### config.mk
export PLATFORM = sky130hd
export DESIGN_NAME = fm_stimulus_sequencer_flat
export DESIGN_NICKNAME = d
export VERILOG_FILES = /design/src/rtl/fm_seq_pkg.sv /design/src/rtl/fm_stimulus_sequencer_if.sv /design/src/rtl/fm_stimulus_sequencer_sync2.sv /design/src/rtl/fm_stimulus_sequencer.sv /design/src/flat_wrapper.sv
export SDC_FILE = /design/constraint.sdc
export NUM_CORES = 1
export LEC_CHECK = 0
export CORE_MARGIN = 3
export CORE_UTILIZATION = 31
export DETAILED_ROUTE_END_ITERATION = 10
export HOLD_SLACK_MARGIN = 0.05
export PLACE_DENSITY = 0.52
export SLEW_MARGIN = 5
export SYNTH_ARGS = -nofsm -noshare
export SYNTH_HDL_FRONTEND = slang
export SYNTH_SLANG_ARGS = --single-unit
### constraint.sdc
create_clock -name clk -period 1.5 [get_ports clk]
set_input_delay 0.3 -clock clk [delete_from_list [all_inputs] [get_ports clk]]
set_output_delay 0.3 -clock clk [all_outputs]
set_load 0.02 [all_outputs]
### src/rtl/fm_seq_pkg.sv
// Shared types and constants for the fundamental-mode stimulus sequencer.
package fm_seq_pkg;

    typedef enum logic [2:0] {
        ST_IDLE,
        ST_STEP,
        ST_SETTLE,
        ST_SAMPLE,
        ST_RESP
    } state_t;

    localparam int X1_IDX = 0;
    localparam int X2_IDX = 1;
    localparam int Z1_IDX = 0;
    localparam int Z2_IDX = 1;

    // Lower bound keeps every sample behind the 2-flop synchronizer latency.
    localparam int SETTLE_MIN = 3;
    localparam int SETTLE_MAX = 255;

    typedef struct packed {
        logic [1:0] x;
        logic [1:0] z_exp;
    } cmd_t;

    // One-hot of the lowest set bit: X1 moves before X2.
    function automatic logic [1:0] lowest_bit(input logic [1:0] d);
        logic [1:0] r;
        r = 2'b00;
        if (d[X1_IDX])      r[X1_IDX] = 1'b1;
        else if (d[X2_IDX]) r[X2_IDX] = 1'b1;
        return r;
    endfunction

endpackage

### src/rtl/fm_stimulus_sequencer_if.sv
// Command and response handshake bundle between host and sequencer.
interface fm_stimulus_sequencer_if;
    logic       cmd_valid;
    logic       cmd_ready;
    logic [1:0] cmd_x;
    logic [1:0] cmd_z_exp;
    logic       rsp_valid;
    logic       rsp_ready;
    logic [1:0] rsp_z;
    logic       rsp_match;

    modport master (
        output cmd_valid, cmd_x, cmd_z_exp, rsp_ready,
        input  cmd_ready, rsp_valid, rsp_z, rsp_match
    );

    modport slave (
        input  cmd_valid, cmd_x, cmd_z_exp, rsp_ready,
        output cmd_ready, rsp_valid, rsp_z, rsp_match
    );
endinterface

### src/rtl/fm_stimulus_sequencer_sync2.sv
// Free-running two-flop synchronizer, async active-high reset to zero.
module sync2 #(
    parameter int W = 2
) (
    input  logic         clk,
    input  logic         rst,
    input  logic [W-1:0] d,
    output logic [W-1:0] q
);
    logic [W-1:0] meta;

    always_ff @(posedge clk or posedge rst) begin
        if (rst) begin
            meta <= '0;
            q    <= '0;
        end else begin
            meta <= d;
            q    <= meta;
        end
    end
endmodule

### src/rtl/fm_stimulus_sequencer.sv
// Walks X1/X2 toward a commanded target one bit at a time, waits out a settle
// interval per change, then samples synchronized Z1/Z2 and reports the result.
module fm_stimulus_sequencer #(
    parameter int SETTLE_CYCLES = 8,
    parameter int ERR_W         = 8
) (
    input  logic                    clk,
    input  logic                    rst,
    fm_stimulus_sequencer_if.slave  bus,
    output logic [1:0]              x_out,
    input  logic [1:0]              z_in,
    output logic                    busy,
    output logic [ERR_W-1:0]        err_count
);
    import fm_seq_pkg::*;

    if (SETTLE_CYCLES < SETTLE_MIN || SETTLE_CYCLES > SETTLE_MAX) begin : g_bad_settle
        $error("SETTLE_CYCLES out of range 3..255");
    end

    state_t     state;
    cmd_t       cmd_q;
    logic [7:0] cnt;
    logic [1:0] z_sync;
    logic [1:0] diff;
    logic [1:0] rsp_z_q;
    logic       rsp_match_q;

    sync2 #(.W(2)) u_sync (
        .clk (clk),
        .rst (rst),
        .d   (z_in),
        .q   (z_sync)
    );

    assign diff = x_out ^ cmd_q.x;

    always_ff @(posedge clk or posedge rst) begin
        if (rst) begin
            state       <= ST_IDLE;
            cmd_q       <= '0;
            cnt         <= '0;
            x_out       <= 2'b00;
            rsp_z_q     <= 2'b00;
            rsp_match_q <= 1'b0;
            err_count   <= '0;
        end else begin
            case (state)
                ST_IDLE: begin
                    if (bus.cmd_valid) begin
                        cmd_q.x     <= bus.cmd_x;
                        cmd_q.z_exp <= bus.cmd_z_exp;
                        state       <= ST_STEP;
                    end
                end
                ST_STEP: begin
                    if (diff == 2'b00) begin
                        state <= ST_SAMPLE;
                    end else begin
                        // Only one input may move per edge to stay in fundamental mode.
                        x_out <= x_out ^ lowest_bit(diff);
                        cnt   <= 8'(SETTLE_CYCLES - 1);
                        state <= ST_SETTLE;
                    end
                end
                ST_SETTLE: begin
                    if (cnt == 8'd0) state <= ST_STEP;
                    else             cnt   <= cnt - 8'd1;
                end
                ST_SAMPLE: begin
                    rsp_z_q     <= z_sync;
                    rsp_match_q <= (z_sync == cmd_q.z_exp);
                    if (z_sync != cmd_q.z_exp && err_count != {ERR_W{1'b1}})
                        err_count <= err_count + 1'b1;
                    state <= ST_RESP;
                end
                ST_RESP: begin
                    if (bus.rsp_ready) state <= ST_IDLE;
                end
                default: state <= ST_IDLE;
            endcase
        end
    end

    assign bus.cmd_ready = (state == ST_IDLE);
    assign bus.rsp_valid = (state == ST_RESP);
    assign bus.rsp_z     = rsp_z_q;
    assign bus.rsp_match = rsp_match_q;
    assign busy          = (state != ST_IDLE);

endmodule

### src/flat_wrapper.sv
// flat-port wrapper written by rule: the top's interface ports become plain ports
module fm_stimulus_sequencer_flat import fm_seq_pkg::*;
#(
    parameter int SETTLE_CYCLES = 8,
    parameter int ERR_W         = 8
)
  (clk, rst, x_out, z_in, busy, err_count, bus_cmd_valid, bus_cmd_x, bus_cmd_z_exp, bus_rsp_ready, bus_cmd_ready, bus_rsp_valid, bus_rsp_z, bus_rsp_match);
  fm_stimulus_sequencer_if bus_i ();
  input  logic clk;
  input  logic rst;
  output logic [1:0] x_out;
  input  logic [1:0] z_in;
  output logic busy;
  output logic [ERR_W-1:0] err_count;
  input wire logic [$bits(bus_i.cmd_valid)-1:0] bus_cmd_valid;
  input wire logic [$bits(bus_i.cmd_x)-1:0] bus_cmd_x;
  input wire logic [$bits(bus_i.cmd_z_exp)-1:0] bus_cmd_z_exp;
  input wire logic [$bits(bus_i.rsp_ready)-1:0] bus_rsp_ready;
  output wire logic [$bits(bus_i.cmd_ready)-1:0] bus_cmd_ready;
  output wire logic [$bits(bus_i.rsp_valid)-1:0] bus_rsp_valid;
  output wire logic [$bits(bus_i.rsp_z)-1:0] bus_rsp_z;
  output wire logic [$bits(bus_i.rsp_match)-1:0] bus_rsp_match;
  assign bus_i.cmd_valid = bus_cmd_valid;
  assign bus_i.cmd_x = bus_cmd_x;
  assign bus_i.cmd_z_exp = bus_cmd_z_exp;
  assign bus_i.rsp_ready = bus_rsp_ready;
  assign bus_cmd_ready = bus_i.cmd_ready;
  assign bus_rsp_valid = bus_i.rsp_valid;
  assign bus_rsp_z = bus_i.rsp_z;
  assign bus_rsp_match = bus_i.rsp_match;
  fm_stimulus_sequencer #(.SETTLE_CYCLES(SETTLE_CYCLES), .ERR_W(ERR_W)) u_core (.clk(clk), .rst(rst), .bus(bus_i), .x_out(x_out), .z_in(z_in), .busy(busy), .err_count(err_count));
endmodule
# Word level (Yosys, flattened, before mapping)
# Index checks and enable logic that the tools add are counted.
# op_classes
add_sub_neg	2
n_mul	0
div_mod_pow	0
magnitude_cmp	0
n_eq_ne	12
shift	0
muxes	15
n_bitwise	3
reduce_logical	11
# op_table
op	n
two-way mux 8 bit	2
one-hot mux 8 bit (2 select lines)	1
one-hot mux 3 bit (5 select lines)	1
two-way mux 3 bit	3
adder 8 x 1 -> 8 bit, second input constant	1
logical NOT 8 bit	1
two-way mux 1 bit	8
inequality test 2 bit, second input constant	4
inequality test 8 bit, second input constant	1
subtractor 8 x 1 -> 8 bit, second input constant	1
== test 3 x 2 -> 1 bit, second input constant	2
AND reduction 2 bit	3
AND reduction 3 bit	2
bitwise XOR 2 bit	2
== test 3 x 1 -> 1 bit, second input constant	1
== test 3 bit, second input constant	1
logical NOT 3 bit	1
nonzero test 3 bit	1
== test 2 bit	1
logical NOT 2 bit	1
inequality test 2 x 1 -> 1 bit, second input constant	1
inequality test 2 bit	1
nonzero test 2 bit	1
logical AND 1 bit	1
inverter 1 bit	1
# word_totals
register_bits	32
latch_bits	0
mem_bits_rw	0
romBits	0
out_inout_bits	16
memories	0

# Depth between registers and ports, before layout
# logic_depth
word_depth	6
mapped_depth	6
mapped_depth_nobuf	6

# Hierarchy
# From an unflattened synthesis, not the netlist that was laid out.
# hier_totals
cells_unflattened	128
hier_area_um2	1496.4
# modules_own_cells
module	n_inst	cells_per_inst	area_each_um2
fm_stimulus_sequencer	1	123	1392.6
sync2	1	5	103.8

# Worst setup path after synthesis
# Ideal clock, no wire load.
# synth_timing
path_kind	register to register
startpoint	reg u_core.state[0]
endpoint	reg u_core.cmd_q[2] in the netlist's numbering
t_arrival_ps	1714
required_ps	1375
path_slack_ps	-339
stages_incl_launch_ff	5
n_path_buf	1
synth_period_minus_slack_ps	1839
path_cell_list	dfrtp_1 buf_6 nor3_1 and2_1 mux2_2
# synth_via
elab_chain_cells	2
# synth_lines
item	line_no	rtl
start, declared	fm_stimulus_sequencer.sv:21	state_t state;
start signal, assigned	fm_stimulus_sequencer.sv:40	state <= ST_IDLE;
start signal, assigned	fm_stimulus_sequencer.sv:53	state <= ST_STEP;
start signal, assigned	fm_stimulus_sequencer.sv:58	state <= ST_SAMPLE;
logical NOT 3 bit	-	
via bus_cmd_ready	flat_wrapper.sv:19	output wire logic [$bits(bus_i.cmd_ready)-1:0] bus_cmd_ready;
AND reduction 2 bit (no line)	-	
end, declared	fm_stimulus_sequencer.sv:22	cmd_t cmd_q;
# The timed path passes the listed nets, and every way through them passes these cells.
# A chain may end at the register's enable or synchronous reset.

# Worst setup path in the final report
# layout_timing
startpoint	reg u_core.cnt[0]
endpoint	reg u_core.cnt[4]
# layout_via
elab_chain_cells	3
word_cells_on_any_way	6
classes_between	1 x add/sub; 1 x eq/ne; 2 x mux; 2 x reduce/logical
# layout_lines
item	line_no	rtl
start, declared	fm_stimulus_sequencer.sv:23	logic [7:0] cnt;
start signal, assigned	fm_stimulus_sequencer.sv:62	cnt <= 8'(SETTLE_CYCLES - 1);
start signal, assigned	fm_stimulus_sequencer.sv:68	else cnt <= cnt - 8'd1;
subtractor 8 x 1 -> 8 bit or logical NOT 8 bit (tied branches)	fm_stimulus_sequencer.sv:68, fm_stimulus_sequencer.sv:67	
two-way mux 8 bit or inequality test 2 bit (tied branches)	-	
one-hot mux 8 bit (2 select lines) or AND reduction 3 bit (tied branches)	-	
# Parallel ways exist; a longest one is shown, timed or not. The select of a mux whose other input is x is not followed.

==> results.yml <==
logic_synthesis:
  synth-compound-area-share_pct: 8.260
  muxShareOfSynthArea_pct: 7.137
  synth_fp_nets: 146
  yosys_warnings: 0
  seq_area_frac_synth_pct: 51.32
  ys_ff_latch: 32
  synthSimpleGateAreaFrac_pct: 20.61
  async_flop_share_pct: 100.0
  ys.flop_type: "dfrtp_1"
  ys_types: 42
  synthXorXnorAreaFrac_pct: 7.298
  synth_cells: 133
  yosysTopAreaCell: "dfrtp_1"
  ys_top_cells_by_area: "dfrtp_1 (51%), xnor2_1 (5.1%), mux2_2 (4.3%)"
  avgSynthCellArea_um2: 11.73
  syn-cell-area_um2: 1560
  synth_top_area_share_pct: 51.32
  synth_top_family_by_area: "simple AND/OR/NAND/NOR gates"
  synth_fa_ha_area_share_pct: 2.406
  synth_edf_count: 0
detailed_routing:
  drt_pass1_iterations: 4
  routed_wl_um: 3362
  postRouteAntennaNets: 0
  drt_iter0_markers: 39
  num_vias: 1208
  avgRoutedWirePerCell_um: 12.78
  drc: 0
  vias_per_cell: 4.593
global_route:
  antenna_found_initial: 0
  grt_overflow: 0
  grt_pass1_vias: 1203
  grt_max_degree: 33
  track_usage_pct: 11.99
  grt_pass1_wl_um: 5658
critical_path:
  cp.required_ns: 1.66
  slowest_delay_ns: 0.42
  path_max_fanout: 4
  crit_type: "reg2reg"
  cp.arrival_ns: 1.74
  path_depth: 6
  slowest_stage: "or3b_4"
  critPathLaunchType: "flip-flop"
  crit_chain: "inv_2 -> ha_4 -> or3b_4 -> o2111ai_4 -> xor2_1 -> nor2_1"
  r2r_slack_ns: -0.08
  ff2ff_path_depth: 6
  setup.worst_path.end_class: "flip-flop"
  worst-path-buf-inv: 1
  path_delay_family: "simple AND/OR/NAND/NOR gates"
sta:
  final-hold-violation-count: 0
  relSlewSlack_pct: 72.97
  fmax_mhz: 632.4
  rsz0062_at_grt: "true"
  final_max_slew_viol_count: 0
  finalSetupViolCount: 4
  max_slew.worst_pin.slew_ns: 0.4025
  setup_slack_ns: -0.08134
  fin_skew_ns: 0.005938
  period_needed_ns: 1.581
  final.period_utilization_pct: 105.4
  whs_ns: 0.3486
die:
  coreArea_um2: 4786
  io_pins: 26
  dieArea_um2: 5921
  fp.dieW_um: 76.95
  placementRows: 25
  start_util_pct: 32.60
  die_y_um: 76.95
clocking:
  ctsHoldBuffers: 0
  cts.sinks: 32
  clockBufferDepth: 2
  clk_latency_ns: 0.28
  h-tree-depth: 2
  cts_tree: "done"
  clk_pin_slew_ns: 0.07
  clock-root-buffer: "clkbuf_8"
  cts_buffers: 5
layout:
  fin_nets: 208
  n_antenna_cell: 0
  fin_cells: 263
  final_cell_mix: "dfrtp_1 (26), buf_4 (26), dlygate4sd2_1 (13)"
  layout-drive-gt1-share_pct: 41.33
  area_delta_synth_final_pct: 51.72
pwr:
  p_per_area_nw_per_um2: 1942
  p_leak_nw: 1.065
  irDropWorstVdd_mv: 0.7998
status:
  outcome: "complete, but fails checks"
  violations: "setup timing"
placed_design:
  gp_congestion: 0.7301
  io_buffers: 25
  dp_hpwl_um: 2301
  post-place-cells: 244
run:
  max-cap-violations: 0
min_path:
  hp-class: "in2async"
## routing by layer
metal / share of wire, % / up-vias / GRT usage [%] / wire length [um]
li1: - / 595 / - / -
met1: 48 / 582 / 15.34 / 1598
met2: 46 / 23 / 18.64 / 1531
met3: 4.7 / 8 / 3.169 / 158
met4: 2.2 / 0 / 5.978 / 73
met5: 0 / - / 0 / 0
## stage by stage
stage	instance area, um2	power (mW)	setup WS, ns	setup TNS (ns)	utilization (%)
after floorplan	1599	2.636	-0.05280	-0.07879	-
after global placement	2083	3.434	-0.1439	-0.7472	43.53
after detailed placement	2083	3.464	-0.1269	-1.033	43.53
after CTS	2292	4.470	-0.09260	-0.1252	47.90
after global routing	2367	4.895	-0.1626	-0.9020	49.46
final	2367	4.597	-0.08134	-0.1881	49.46
## final timing paths
| path | end | start |
|---|---|---|
| max | u_core.cnt[4] | u_core.cnt[0] |
| min | u_core.cnt[1] | rst |
| min in group clk | u_core.u_sync.q[0] | u_core.u_sync.meta[0] |
| max reg2reg | u_core.cnt[4] | u_core.cnt[0] |
| max in group asynchronous | u_core.err_count[0] | rst |
| min reg2reg | u_core.u_sync.q[0] | u_core.u_sync.meta[0] |
## power by group
| part | internal (mW) | switching [mW] | leakage, nW |
|---|---|---|---|
| clock network | 0.492 | 0.306 | 0.0552 |
| registers | 1.15 | 0.277 | 0.389 |
| logic | 1.27 | 1.10 | 0.621 |
| total | 2.91 | 1.69 | 1.07 |
## cells by family (layout without fill, tap and decap cells)
group	after synthesis	in the layout
buffers and inverters	8	71
AOI/OAI and AO/OA	17	17
xor gates and xnor gates	13	13
and+or+nand+nor	50	50
adders and majority gates	3	3
muxes	10	10
DFF	32	32
## cells in the mapped netlist, types with 2 or more instances
| master | number |
|---|---|
| dfrtp_1 | 32 |
| nor2_1 | 9 |
| xnor2_1 | 9 |
| mux2_2 | 6 |
| nor3_1 | 6 |
| inv_1 | 5 |
| nand2_1 | 5 |
| nand3_1 | 5 |
| a21oi_1 | 4 |
| nand4_1 | 4 |
| xor2_1 | 4 |
| a31oi_1 | 3 |
| and3_1 | 3 |
| ha_1 | 3 |
| mux2_1 | 3 |
| o21ai_0 | 3 |
| a21boi_2 | 2 |
| buf_6 | 2 |
| nor2b_1 | 2 |
## flip-flops by register name, indices dropped and copies added (netlist names), named ones only
| name | count |
|---|---|
| u_core.err_count | 8 |
| u_core.u_sync.meta | 2 |
| u_core.state | 3 |
| u_core.bus.rsp_match | 1 |
| u_core.cmd_q | 4 |
| u_core.cnt | 8 |
| u_core.u_sync.q | 2 |
| u_core.x_out | 1 |
| u_core.bus.rsp_z | 2 |
## worst reg2reg max path: stages (launching register included)
cell       delay, ns
dfrtp_1         0.40
inv_2           0.08
ha_4            0.14
or3b_4          0.42
o2111ai_4       0.20
xor2_1          0.17
nor2_1          0.06
## layout make-up
class	instances	area [um2]
Fill cell	430	2419
Multi-Input combinational cell	93	832.0
Sequential cell	32	808.3
Timing Repair Buffer	58	516.7
Tap cell	67	83.83
Clock buffer	6	72.57
Clock inverter	2	35.03
Inverter	5	18.77
## what timing repair did
item                                    in CTS  in global routing
pin swaps                                    6                 13
endpoints found under the hold margin        0                  0
resized for setup                           40                 11
endpoints found under the setup margin      25                 14
buffers inserted                             8                  3
No activity file was read; power rests on OpenSTA's default activity.
==> RTL change: new RTL, same settings <==
The 5 states of `state_t` get a Gray code encoding in 3 bits.
--- a/src/rtl/fm_seq_pkg.sv
+++ b/src/rtl/fm_seq_pkg.sv
@@ -4,7 +4,7 @@
     typedef enum logic [2:0] {
-        ST_IDLE,
-        ST_STEP,
-        ST_SETTLE,
-        ST_SAMPLE,
-        ST_RESP
+        ST_IDLE   = 3'b000,
+        ST_STEP   = 3'b001,
+        ST_SETTLE = 3'b011,
+        ST_SAMPLE = 3'b010,
+        ST_RESP   = 3'b110
     } state_t;
Formal check against the unedited RTL: no difference found for any inputs over 10 cycles, from zero or initial values and one cycle with rst high; not proved beyond that.
==> RTL change against the original RTL <==
Routed wire length up 4.4%. Non-clock buffer count rose by 4. Synthesized area is 7.4% lower. Power increased by 4.3%. The run still ends with setup timing left. Largest cell class is now flip-flops and latches. Via count rose by 1.4%. Design area down 1.7%. Sequential cell count unchanged. Critical path depth fell by 2. Hold slack worse by 0.88 ps. Setup slack worse by 310 ps. Count of clock-buffer cells in the layout rose by 2. Core utilization up 3.3 points.
==> RTL change: results (changes against the original RTL) <==
[run_status]
status=complete, but fails checks
violations=setup timing

[synthesis]
yosysUniqueCellTypes=34  ; -19%
syn-instance-count=126  ; -5.3%
seq_area_frac_synth=0.554  ; +0.0409
syn_nets=139  ; -4.8%
ys_top_cells_by_area=dfrtp_1 (55%), mux2_2 (8.6%), xnor2_1 (4.8%)
synth_common_cells=dfrtp_1 (32), nand2_1 (12), mux2_2 (11), a21oi_1 (9), xnor2_1 (8)
ys.warnings.count=0  ; unchanged
async_flop_share=1.00  ; unchanged

[critical_path]
crit-reg2reg-capture=u_core.cnt[7]
critPathMaxStageDelay_ps=490  ; +70 ps
path_delay_family=simple AND/OR/NAND/NOR gates
critPathMaxFanout=3  ; -1
critical-path-slowest-cell=or4b_4
worst_ep_arrival_time_ps=2110  ; +370 ps
r2r_slack_ps=-400  ; -310 ps
reg2reg_from=u_core.cnt[4]
r2r_cells=4  ; -2

[routing]
wl_per_cell_um=14.2  ; +11%
drtIter0Drc=21  ; -46%
vias=1225  ; +1.4%
first_pass_iters=4  ; unchanged

[place]
post-dp-hpwl_mm=2.36  ; +2.5%
post-place-cells=235  ; -3.7%
gp_congestion=0.756  ; +3.5%

[global_routing]
antenna_found_initial=0  ; unchanged
grt_use_total=0.134  ; +0.0138
grt_pass1_wl_mm=5.51  ; -2.6%
grt_pass1_vias=1254  ; +4.2%
grt_max_degree=33  ; unchanged
met2_usage=0.239  ; +0.0528
use_met3=0.0432  ; +0.0116
grtUsageMet1=0.143  ; -0.0106

[pwr]
p_leak_nw=1.04  ; -1.9%
ir_drop_v=0.000818  ; +2.3%

[cells_and_area]
nets=207  ; -0.48%
drive_above_1_share=0.467  ; +0.0534
stdcell_count=247  ; -6.1%
top_regs=u_core.cnt: 8 flops, u_core.err_count: 8 flops, u_core.cmd_q: 4 flops

[sta]
setup_tns_ps=-2270  ; -2090 ps
setup_slack_ps=-396  ; -314 ps
relSlewSlack=0.776  ; +0.0460
setup_viol=16  ; +12
fin_skew_ps=5.29  ; -0.649 ps

[worst_hold_path]
hp-class=input pin to asynchronous set/reset pin

[clock_tree]
cts-buffers-inserted=5  ; unchanged
insertion_delay_ps=280  ; about the same
clk_pin_slew_ps=70  ; about the same

[RTL change: changes by cell type after synthesis, sizes merged, moves of 3 or more]
cell   unedited run  this run
buf               3         0
nand4             4         1
xor2              4         1
nor2              9         5
a21oi             5         9
nor3              6         3
nand2             5        12
[RTL change: layer usage]
metal | share of wire | vias up
li1 | - | 589
met1 | 0.39 | 608
met2 | 0.54 | 18
met3 | 0.044 | 10
met4 | 0.021 | 0
met5 | 0 | -
[RTL change: cell families after synthesis]
kind of cell | after synthesis | share of synthesized area
compound gates | 21 | 0.0926
xor+xnor | 9 | 0.0545
fa+ha+maj | 3 | 0.0260
buf+inv | 6 | 0.0156
flops | 32 | 0.554
mux | 12 | 0.0926
simple gates | 43 | 0.165
[RTL change: metrics by stage]
| stage | area (um^2) | utilization | setup WS (ps) | hold slack, ps |
|---|---|---|---|---|
| after floorplan | 1480 | - | -376 | 331 |
| after global placement | 2040 | 0.462 | -365 | 337 |
| after detailed placement | 2040 | 0.462 | -425 | 338 |
| after CTS | 2230 | 0.505 | -426 | 353 |
| after global routing | 2330 | 0.527 | -437 | 360 |
| final | 2330 | 0.527 | -396 | 348 |
[RTL change: how the worst max path moves through the flow]
stage | endpoint | start | slack, ps
2_1_floorplan | u_core.cnt[7] | u_core.cnt[4] | -380
3_3_place_gp | u_core.cnt[7] | u_core.cnt[4] | -370
3_5_place_dp | u_core.cnt[7] | u_core.cnt[4] | -430
4_1_cts | u_core.cnt[7] | u_core.cnt[3] | -430
5_1_grt | u_core.cnt[7] | u_core.cnt[4] | -440
6_report | u_core.cnt[7] | u_core.cnt[4] | -400
[RTL change: power breakdown]
group,leakage [nW],switching [W],internal (W)
clock network,0.0455,0.000310,0.000374
registers,0.391,0.000296,0.00119
logic,0.608,0.00120,0.00143
total,1.04,0.00180,0.00299
[RTL change: timing repair]
| item | 4_1_cts | 5_1_grt |
|---|---|---|
| buffers inserted | 3 | 2 |
| pin swaps | 7 | 4 |
| setup endpoints to repair | 31 | 27 |
| gates resized for setup | 54 | 22 |
| hold buffers | 0 | 0 |
[RTL change: cell type report]
class / instances / area (um^2)
inverter: 5 / 18.8
clock buffer: 8 / 90.1
tap: 52 / 65.1
timing repair buffer: 62 / 577
fill: 395 / 2090
sequential: 32 / 802
multi-input combinational: 88 / 774
[RTL change: worst register-to-register path, cell delays in order (launching register included)]
cell,delay (ps)
dfrtp_1,380
or3_4,390
or4_4,440
or4b_4,500
a21oi_2,130
